<file path="config.mk">
export PLATFORM = sky130hd
export DESIGN_NAME = a2_time_pulse_ring
export DESIGN_NICKNAME = d
export VERILOG_FILES = /design/src/rtl/a2_time_pulse_ring_pkg.sv /design/src/rtl/a2_ct_edge.sv /design/src/rtl/a2_time_pulse_ring.sv
export SDC_FILE = /design/constraint.sdc
export NUM_CORES = 1
export LEC_CHECK = 0
export ABC_AREA = 1
export BUFFER_PORTS_ARGS = -buffer_cell sky130_fd_sc_hd__buf_2
export CORE_MARGIN = 1.5
export CORE_UTILIZATION = 49
export DETAILED_ROUTE_END_ITERATION = 16
export PLACE_DENSITY = 0.74
export SETUP_SLACK_MARGIN = 0.02
export SLEW_MARGIN = 20
export SYNTH_ARGS = -nofsm -noshare
export SYNTH_HDL_FRONTEND = slang
export SYNTH_SLANG_ARGS = --single-unit
</file>
<file path="constraint.sdc">
create_clock -name SIM_CLK -period 1.6 [get_ports SIM_CLK]
set_input_delay 0.16 -clock SIM_CLK [delete_from_list [all_inputs] [get_ports SIM_CLK]]
set_output_delay 0.16 -clock SIM_CLK [all_outputs]
set_load 0.005 [all_outputs]
</file>
<file path="src/rtl/a2_time_pulse_ring_pkg.sv">
`default_nettype none
// ============================================================================
// Module      : a2_time_pulse_ring_pkg
// Description : Shared constants for the timer time-pulse ring.
// Revision    : 1.0 - initial release
// ============================================================================
package a2_time_pulse_ring_pkg;

    // Default ring geometry and timing
    localparam int N_PULSES_DEF   = 12;
    localparam int MCT_W_DEF      = 16;
    localparam int CT_TIMEOUT_DEF = 64;

    // Bit positions of the first and last time pulse in the one-hot ring
    localparam int T01_IDX = 0;
    localparam int T12_IDX = N_PULSES_DEF - 1;

    // Ring value after reset: parked on T12 so the first CT edge lands on T01
    localparam logic [N_PULSES_DEF-1:0] T_RST = {1'b1, {(N_PULSES_DEF-1){1'b0}}};

endpackage : a2_time_pulse_ring_pkg
`default_nettype wire

</file>
<file path="src/rtl/a2_ct_edge.sv">
`default_nettype none
// ============================================================================
// Module      : a2_ct_edge
// Description : CT rising-edge detector with a stall watchdog. The watchdog
//               raises a sticky alarm when no CT edge arrives for
//               CT_TIMEOUT consecutive clocks.
// Revision    : 1.0 - initial release
// ============================================================================
module a2_ct_edge #(
    parameter int CT_TIMEOUT = 64
) (
    input  logic clk,
    input  logic rst,
    input  logic i_ct,
    output logic o_ct_rise,
    output logic o_osc_alarm
);

    localparam int WD_W = $clog2(CT_TIMEOUT + 1);
    localparam logic [WD_W-1:0] c_WD_MAX  = WD_W'(CT_TIMEOUT);
    localparam logic [WD_W-1:0] c_WD_TRIP = WD_W'(CT_TIMEOUT - 1);

    logic            r_ct_q;
    logic [WD_W-1:0] r_wd_cnt;
    logic            r_osc_alarm;
    logic            w_ct_rise;

    // ct_q resets high so a CT already high at reset release is not an edge
    assign w_ct_rise = i_ct & ~r_ct_q;

    // Delayed CT, watchdog counter and sticky stall alarm
    always_ff @(posedge clk) begin
        if (rst) begin
            r_ct_q      <= 1'b1;
            r_wd_cnt    <= '0;
            r_osc_alarm <= 1'b0;
        end else begin
            r_ct_q <= i_ct;
            if (w_ct_rise) begin
                r_wd_cnt <= '0;
            end else begin
                if (r_wd_cnt != c_WD_MAX) begin
                    r_wd_cnt <= r_wd_cnt + WD_W'(1);
                end
                if (r_wd_cnt == c_WD_TRIP) begin
                    r_osc_alarm <= 1'b1;
                end
            end
        end
    end

    assign o_ct_rise   = w_ct_rise;
    assign o_osc_alarm = r_osc_alarm;

endmodule : a2_ct_edge
`default_nettype wire

</file>
<file path="src/rtl/a2_time_pulse_ring.sv">
`default_nettype none
// ============================================================================
// Module      : a2_time_pulse_ring
// Description : One-hot time-pulse ring T01..T12 stepped by CT rising edges.
//               Handles GOJAM restart, STOP hold at T12, end-of-MCT strobe,
//               MCT counter and sticky phase/oscillator alarms.
// Revision    : 1.0 - initial release
// ============================================================================
module a2_time_pulse_ring
    import a2_time_pulse_ring_pkg::*;
#(
    parameter int N_PULSES   = N_PULSES_DEF,
    parameter int MCT_W      = MCT_W_DEF,
    parameter int CT_TIMEOUT = CT_TIMEOUT_DEF
) (
    input  logic                SIM_CLK,
    input  logic                SIM_RST,
    input  logic                PHS2,
    input  logic                PHS4,
    input  logic                CT,
    input  logic                GOJAM,
    input  logic                STOP,
    output logic [N_PULSES-1:0] T,
    output logic                EOT,
    output logic [MCT_W-1:0]    MCT_CNT,
    output logic                STOPPED,
    output logic                OSC_ALARM,
    output logic                PHS_ALARM
);

    localparam int                  c_T12_IDX = N_PULSES - 1;
    localparam logic [N_PULSES-1:0] c_T_RST   = {1'b1, {(N_PULSES-1){1'b0}}};
    localparam logic [N_PULSES-1:0] c_T_T01   = N_PULSES'(1) << T01_IDX;

    logic                w_ct_rise;
    logic                w_osc_alarm;
    logic [N_PULSES-1:0] r_t;
    logic                r_eot;
    logic [MCT_W-1:0]    r_mct_cnt;
    logic                r_stopped;
    logic                r_phs_alarm;
    logic                r_gojam_pend;

    a2_ct_edge #(
        .CT_TIMEOUT (CT_TIMEOUT)
    ) u_ct_edge (
        .clk         (SIM_CLK),
        .rst         (SIM_RST),
        .i_ct        (CT),
        .o_ct_rise   (w_ct_rise),
        .o_osc_alarm (w_osc_alarm)
    );

    // Ring, GOJAM latch, MCT counter and EOT strobe; all ring moves wait for a CT edge
    always_ff @(posedge SIM_CLK) begin
        if (SIM_RST) begin
            r_t          <= c_T_RST;
            r_eot        <= 1'b0;
            r_mct_cnt    <= '0;
            r_stopped    <= 1'b0;
            r_gojam_pend <= 1'b0;
        end else begin
            r_eot <= 1'b0;
            if (GOJAM) begin
                r_gojam_pend <= 1'b1;
            end
            if (w_ct_rise) begin
                if (r_gojam_pend || GOJAM) begin
                    // Restart wins over everything and consumes the pending request
                    r_t          <= c_T_T01;
                    r_mct_cnt    <= '0;
                    r_stopped    <= 1'b0;
                    r_gojam_pend <= 1'b0;
                end else if (r_t[c_T12_IDX] && STOP) begin
                    r_stopped <= 1'b1;
                end else if (r_t[c_T12_IDX]) begin
                    r_t       <= c_T_T01;
                    r_eot     <= 1'b1;
                    r_mct_cnt <= r_mct_cnt + MCT_W'(1);
                    r_stopped <= 1'b0;
                end else begin
                    r_t <= {r_t[N_PULSES-2:0], r_t[c_T12_IDX]};
                end
            end
        end
    end

    // Sticky flag for overlapping clock phases
    always_ff @(posedge SIM_CLK) begin
        if (SIM_RST) begin
            r_phs_alarm <= 1'b0;
        end else if (PHS2 && PHS4) begin
            r_phs_alarm <= 1'b1;
        end
    end

    assign T         = r_t;
    assign EOT       = r_eot;
    assign MCT_CNT   = r_mct_cnt;
    assign STOPPED   = r_stopped;
    assign OSC_ALARM = w_osc_alarm;
    assign PHS_ALARM = r_phs_alarm;

endmodule : a2_time_pulse_ring
`default_nettype wire
</file>
# Yosys cells after proc, flatten, opt, wreduce, memory -nomap -nowiden

Cells that the tools add are included.

Input port bits: 7
Bits in registers: 41

Bitwise gates (word level): 3
Add/subtract/negate cells: 2
Reductions and logical operators: 11
Equality and inequality tests: 3
Multiplexer cells: 13

Operators with widths:

| kind                                                                  | count |
|---|---|
| 16-bit two-way mux                                                    | 3 |
| 12-bit two-way mux                                                    | 3 |
| 16-bit by 1-bit adder with 16-bit output, second input constant       | 1 |
| 7-bit by 1-bit adder with 7-bit output, second input constant         | 1 |
| 7-bit by 6-bit equality test with 1-bit output, second input constant | 1 |
| 1-bit two-way mux                                                     | 7 |
| 7-bit inequality test, second input constant                          | 1 |
| 2-bit AND reduction                                                   | 3 |
| 4-bit OR reduction                                                    | 1 |
| 3-bit AND reduction                                                   | 1 |
| 3-bit nonzero test                                                    | 1 |
| 1-bit logical AND                                                     | 2 |
| 2-bit inequality test, second input constant                          | 1 |
| 1-bit NOT                                                             | 2 |
| 2-bit nonzero test                                                    | 1 |
| 2-bit OR reduction                                                    | 1 |
| 1-bit AND                                                             | 1 |
| 1-bit logical OR                                                      | 1 |

# Logic depth before layout (Yosys ltp)

Word-level depth: 4
Gate-level depth with buffers: 8
Gate-level depth less buffers: 8

# Modules after synthesis

From an unflattened synthesis, not the netlist that was laid out.

Cells, all modules: 257
Area total of the unflattened synthesis: 1,819.2 sq um

By module, submodules not included:

| module             | area an instance (sq um) | instances | cells each |
|---|---|---|---|
| a2_time_pulse_ring | 1,401.3                  | 1         | 199 |
| a2_ct_edge         | 417.9                    | 1         | 58 |

# Worst setup path before layout

Ideal clock, no wire load.

Kind: register to register
Start point: reg r_mct_cnt[1] (netlist: MCT_CNT[1])
End point: reg r_mct_cnt[12] (netlist: MCT_CNT[12])
Stages on the path, launching flop included: 9
Setup time: 0.115 ns
Path buffers: 0
Path slack: 0.324 ns
Data arrival time: 1.161 ns
Period minus slack after synthesis: 1.276 ns
Cell sequence: dfxtp_1 -> ha_1 -> nand2_1 -> nor2_1 -> nand3b_1 -> nor2_4 -> nand3_1 -> nand2_1 -> nor2_1

Longest elaborated chain between the ends: 4

RTL lines:

| item                                     | RTL line                 | text |
|---|---|---|
| from (decl)                              | a2_time_pulse_ring.sv:39 | `logic [MCT_W-1:0] r_mct_cnt;` |
| from (signal assigned)                   | a2_time_pulse_ring.sv:79 | `r_mct_cnt <= r_mct_cnt + MCT_W'(1);` |
| 16-bit by 1-bit adder with 16-bit output | a2_time_pulse_ring.sv:79 |  |
| 16-bit two-way mux                       | a2_time_pulse_ring.sv:76 | `end else if (r_t[c_T12_IDX]) begin` |
| 16-bit two-way mux                       | a2_time_pulse_ring.sv:74 | `end else if (r_t[c_T12_IDX] && STOP) begin` |
| 16-bit two-way mux                       | a2_time_pulse_ring.sv:68 | `if (r_gojam_pend \|\| GOJAM) begin` |

No other way between the ends. The select of a mux whose other input is x is not followed.
A chain may end at the register's enable or synchronous reset.

# Final worst setup path

Start point: reg r_mct_cnt[0] (netlist: MCT_CNT[0])
End point: reg r_mct_cnt[12] (netlist: MCT_CNT[12])

Same word-level chain as after synthesis.

==> run metrics <==
Inserted Diodes=0; share of the clock period used by the worst path=0.879; All-Layer GR Usage=0.192; # port buffers=38; M1 WL=~1.7 mm; worst setup slack for register-to-register paths=between 0.15 and 0.2 ns; highest fanout seen on the critical path=6; overall die width=approximately 64 µm; Clock Root Buffer=sky130_fd_sc_hd__clkbuf_8; post-layout utilization of the core=0.614; FFs w/ async S/R, synth=0; number of design rule violations left after detail routing=0; instance count of the mapped netlist=approximately 240; Max-Cap Viols=0; portion of the post-synthesis area used by sequential elements=0.450; critical hold path startpoint=CT; Hold Fails Final Rpt=0; kind of start point of the critical path=flip-flop; core area=~3400 µm²; Worst EP arrival=~1.6 ns; worst reg2reg startpoint=MCT_CNT[0]; cell area after synthesis=approximately 1800 µm²; routed length per instance=between 10 and 15 µm; latest clock arrival within the worst-skew pair=0.29 ns; HP Class=in2reg; via count normalized by instance count=4.85; number of max-slew violations in the final report=0; Worst Clk Skew=~0.0071 ns; register bit total from synthesis=41; number of nets with antenna violations after detailed routing=0; Worst setup EP type=flip-flop; highest routed layer=met4; number of synthesized flops with an enable pin=0; Synth-to-Final Area Change=15.9%; maximum clock insertion buffer count=2; number of antenna violations at the first check in global routing=0; top_reg_cell synth=sky130_fd_sc_hd__dfxtp_1; Yosys Warn Count=0; share of post-route cells with drive strength above 1=0.221; static leakage=0.914 nW; Critical Path RT=1.79 ns; Top-Level Pins=39; clock tree from TritonCTS=yes; total power divided by cell area=856 nW/µm²; run status=completed; Placement Rows=21; Layout Cell Area excl Fill=2110 µm²; hold_buf cts=0; Nets=slightly below 300; total length of routed met2 wires=approximately 1.6 mm; die height=64.0 µm; count of cells along the worst hold path=3; Fill cells=between 300 and 400; Slew @ Worst Pin=0.387 ns; most common cell after layout, fill and taps aside=sky130_fd_sc_hd__nand2_1; total design power=1.81 mW; area taken by flip-flops and latches=~820 µm²; first-pass GRT wire length=6.08 mm; die area=4100 µm²; GPL Wtd Cong=roughly 0.74; area of the multi-input gates=~850 µm²; total setup violations reported at the end of the flow=0; starting DRC count in detailed routing=74; commonest non-fill, non-tap cells in the layout=sky130_fd_sc_hd__nand2_1 (56), sky130_fd_sc_hd__dfxtp_1 (41), sky130_fd_sc_hd__buf_2 (38), sky130_fd_sc_hd__nor2_1 (30), sky130_fd_sc_hd__inv_1 (25); clock net sink count=between 40 and 50; Clk pin slew, worst setup/hold paths=0.07 ns; R2R depth=8; Clock H-tree levels=2; clock buffers created by TritonCTS=5; upper clock frequency limit=711 MHz; total number of vias=approximately 1600; total placed instance area=between 2000 and 2500 µm²; worst setup path category=reg2reg; maximum number of pins on one net before global-route repair=18; Min Clock Period, post-route=1.41 ns; detailed placer's ending HPWL=about 2.5 mm; peak supply drop=0.608 mV; count of buffers added by post-CTS timing repair for setup=0; count of different cell masters after synthesis=30; mean cell area of the mapped netlist=~7.6 µm²; start point of the critical path=MCT_CNT[0]; max_slew headroom=0.742; met3 WL=roughly 140 µm; remaining global-route overflow=0; starting density of the core=0.530; number of global-route vias before repair=between 1000 and 1500; syn_nets=about 250; number of iterations in the first detailed-routing pass=4; sum of negative setup slack=0 ns; total length of routed wires=about 3.5 mm; setup repair after global routing missed its margin=no
==> layer usage <==
metal / GRT usage / vias to the layer above
li1: - / 849
met1: 0.222 / 708
met2: 0.319 / 24
met3: 0.0687 / 5
met4: 0.0815 / 0
met5: 0 / -
==> state kept, by name, indices dropped and copies added (netlist names) <==
signal / count
STOPPED: 1
u_ct_edge.o_osc_alarm: 1
u_ct_edge.r_ct_q: 1
MCT_CNT: 16
PHS_ALARM: 1
EOT: 1
u_ct_edge.r_wd_cnt: 7
r_gojam_pend: 1
T: 12
==> cells by family after synthesis <==
| kind of cell | Yosys count | synth area share |
|---|---|---|
| adders and majority gates | 3 | 0.0206 |
| buffers and inverters | 35 | 0.0844 |
| xor gates and xnor gates | 3 | 0.0144 |
| DFF | 41 | 0.450 |
| AOI/OAI and AO/OA | 36 | 0.115 |
| and+or+nand+nor | 123 | 0.315 |
==> worst max-delay path: stages (launching register included) <==
cell	delay (ns)
sky130_fd_sc_hd__dfxtp_1	0.39
sky130_fd_sc_hd__ha_1	0.21
sky130_fd_sc_hd__nand2_1	0.08
sky130_fd_sc_hd__nor2_1	0.14
sky130_fd_sc_hd__nand3b_1	0.14
sky130_fd_sc_hd__nor2_4	0.15
sky130_fd_sc_hd__nand3_1	0.09
sky130_fd_sc_hd__nand2_1	0.06
sky130_fd_sc_hd__nor2_1	0.04
==> cell type report <==
type | instances | share of cell area
Clock buffer | 8 | 0.0379
Sequential cell | 41 | 0.389
Tap cell | 46 | 0.0273
Multi-Input combinational cell | 165 | 0.403
Inverter | 28 | 0.0498
Timing Repair Buffer | 39 | 0.0936
==> what timing repair did <==
action	CTS	global route
endpoints found under the setup margin	0	1
endpoints found under the hold margin	0	0
gates resized for setup	0	1
==> Yosys cell counts (2+ instances only) <==
library cell | number | area, µm²
sky130_fd_sc_hd__a22oi_1 | 5 | 37.5
sky130_fd_sc_hd__buf_2 | 3 | 15.0
sky130_fd_sc_hd__ha_1 | 3 | 37.5
sky130_fd_sc_hd__dfxtp_1 | 41 | 821
sky130_fd_sc_hd__nand3b_1 | 2 | 15.0
sky130_fd_sc_hd__buf_6 | 2 | 22.5
sky130_fd_sc_hd__nor3_1 | 4 | 20.0
sky130_fd_sc_hd__nand4_1 | 3 | 18.8
sky130_fd_sc_hd__nand3_1 | 14 | 70.1
sky130_fd_sc_hd__nor2_4 | 3 | 33.8
sky130_fd_sc_hd__o21ai_2 | 2 | 17.5
sky130_fd_sc_hd__nor2_1 | 31 | 116
sky130_fd_sc_hd__a21oi_1 | 22 | 110
sky130_fd_sc_hd__nor2_2 | 3 | 18.8
sky130_fd_sc_hd__xor2_1 | 2 | 17.5
sky130_fd_sc_hd__o21ai_0 | 5 | 25.0
sky130_fd_sc_hd__inv_1 | 25 | 93.8
sky130_fd_sc_hd__nand3_2 | 2 | 20.0
sky130_fd_sc_hd__inv_2 | 3 | 11.3
sky130_fd_sc_hd__nand2_1 | 56 | 210
==> path summary, 6_finish.rpt <==
kind                           end
max reg2reg            MCT_CNT[12]
max                    MCT_CNT[12]
min reg2reg  u_ct_edge.o_osc_alarm
min               u_ct_edge.r_ct_q
==> power by group <==
group	switching [mW]	internal (mW)
clock	0.341	0.310
sequential	0.0138	1.04
combinational	0.0714	0.0361
==> through the flow <==
stage,instances,setup WS [ns],hold slack [ns]
4_1_cts,327,0.179,0.0746
5_1_grt,327,0.0207,0.0847
2_1_floorplan,241,0.324,0.237
3_5_place_dp,319,0.197,0.385
3_3_place_gp,319,0.278,0.383
6_report,327,0.194,0.0926
Power figures use the tool's default switching activity.
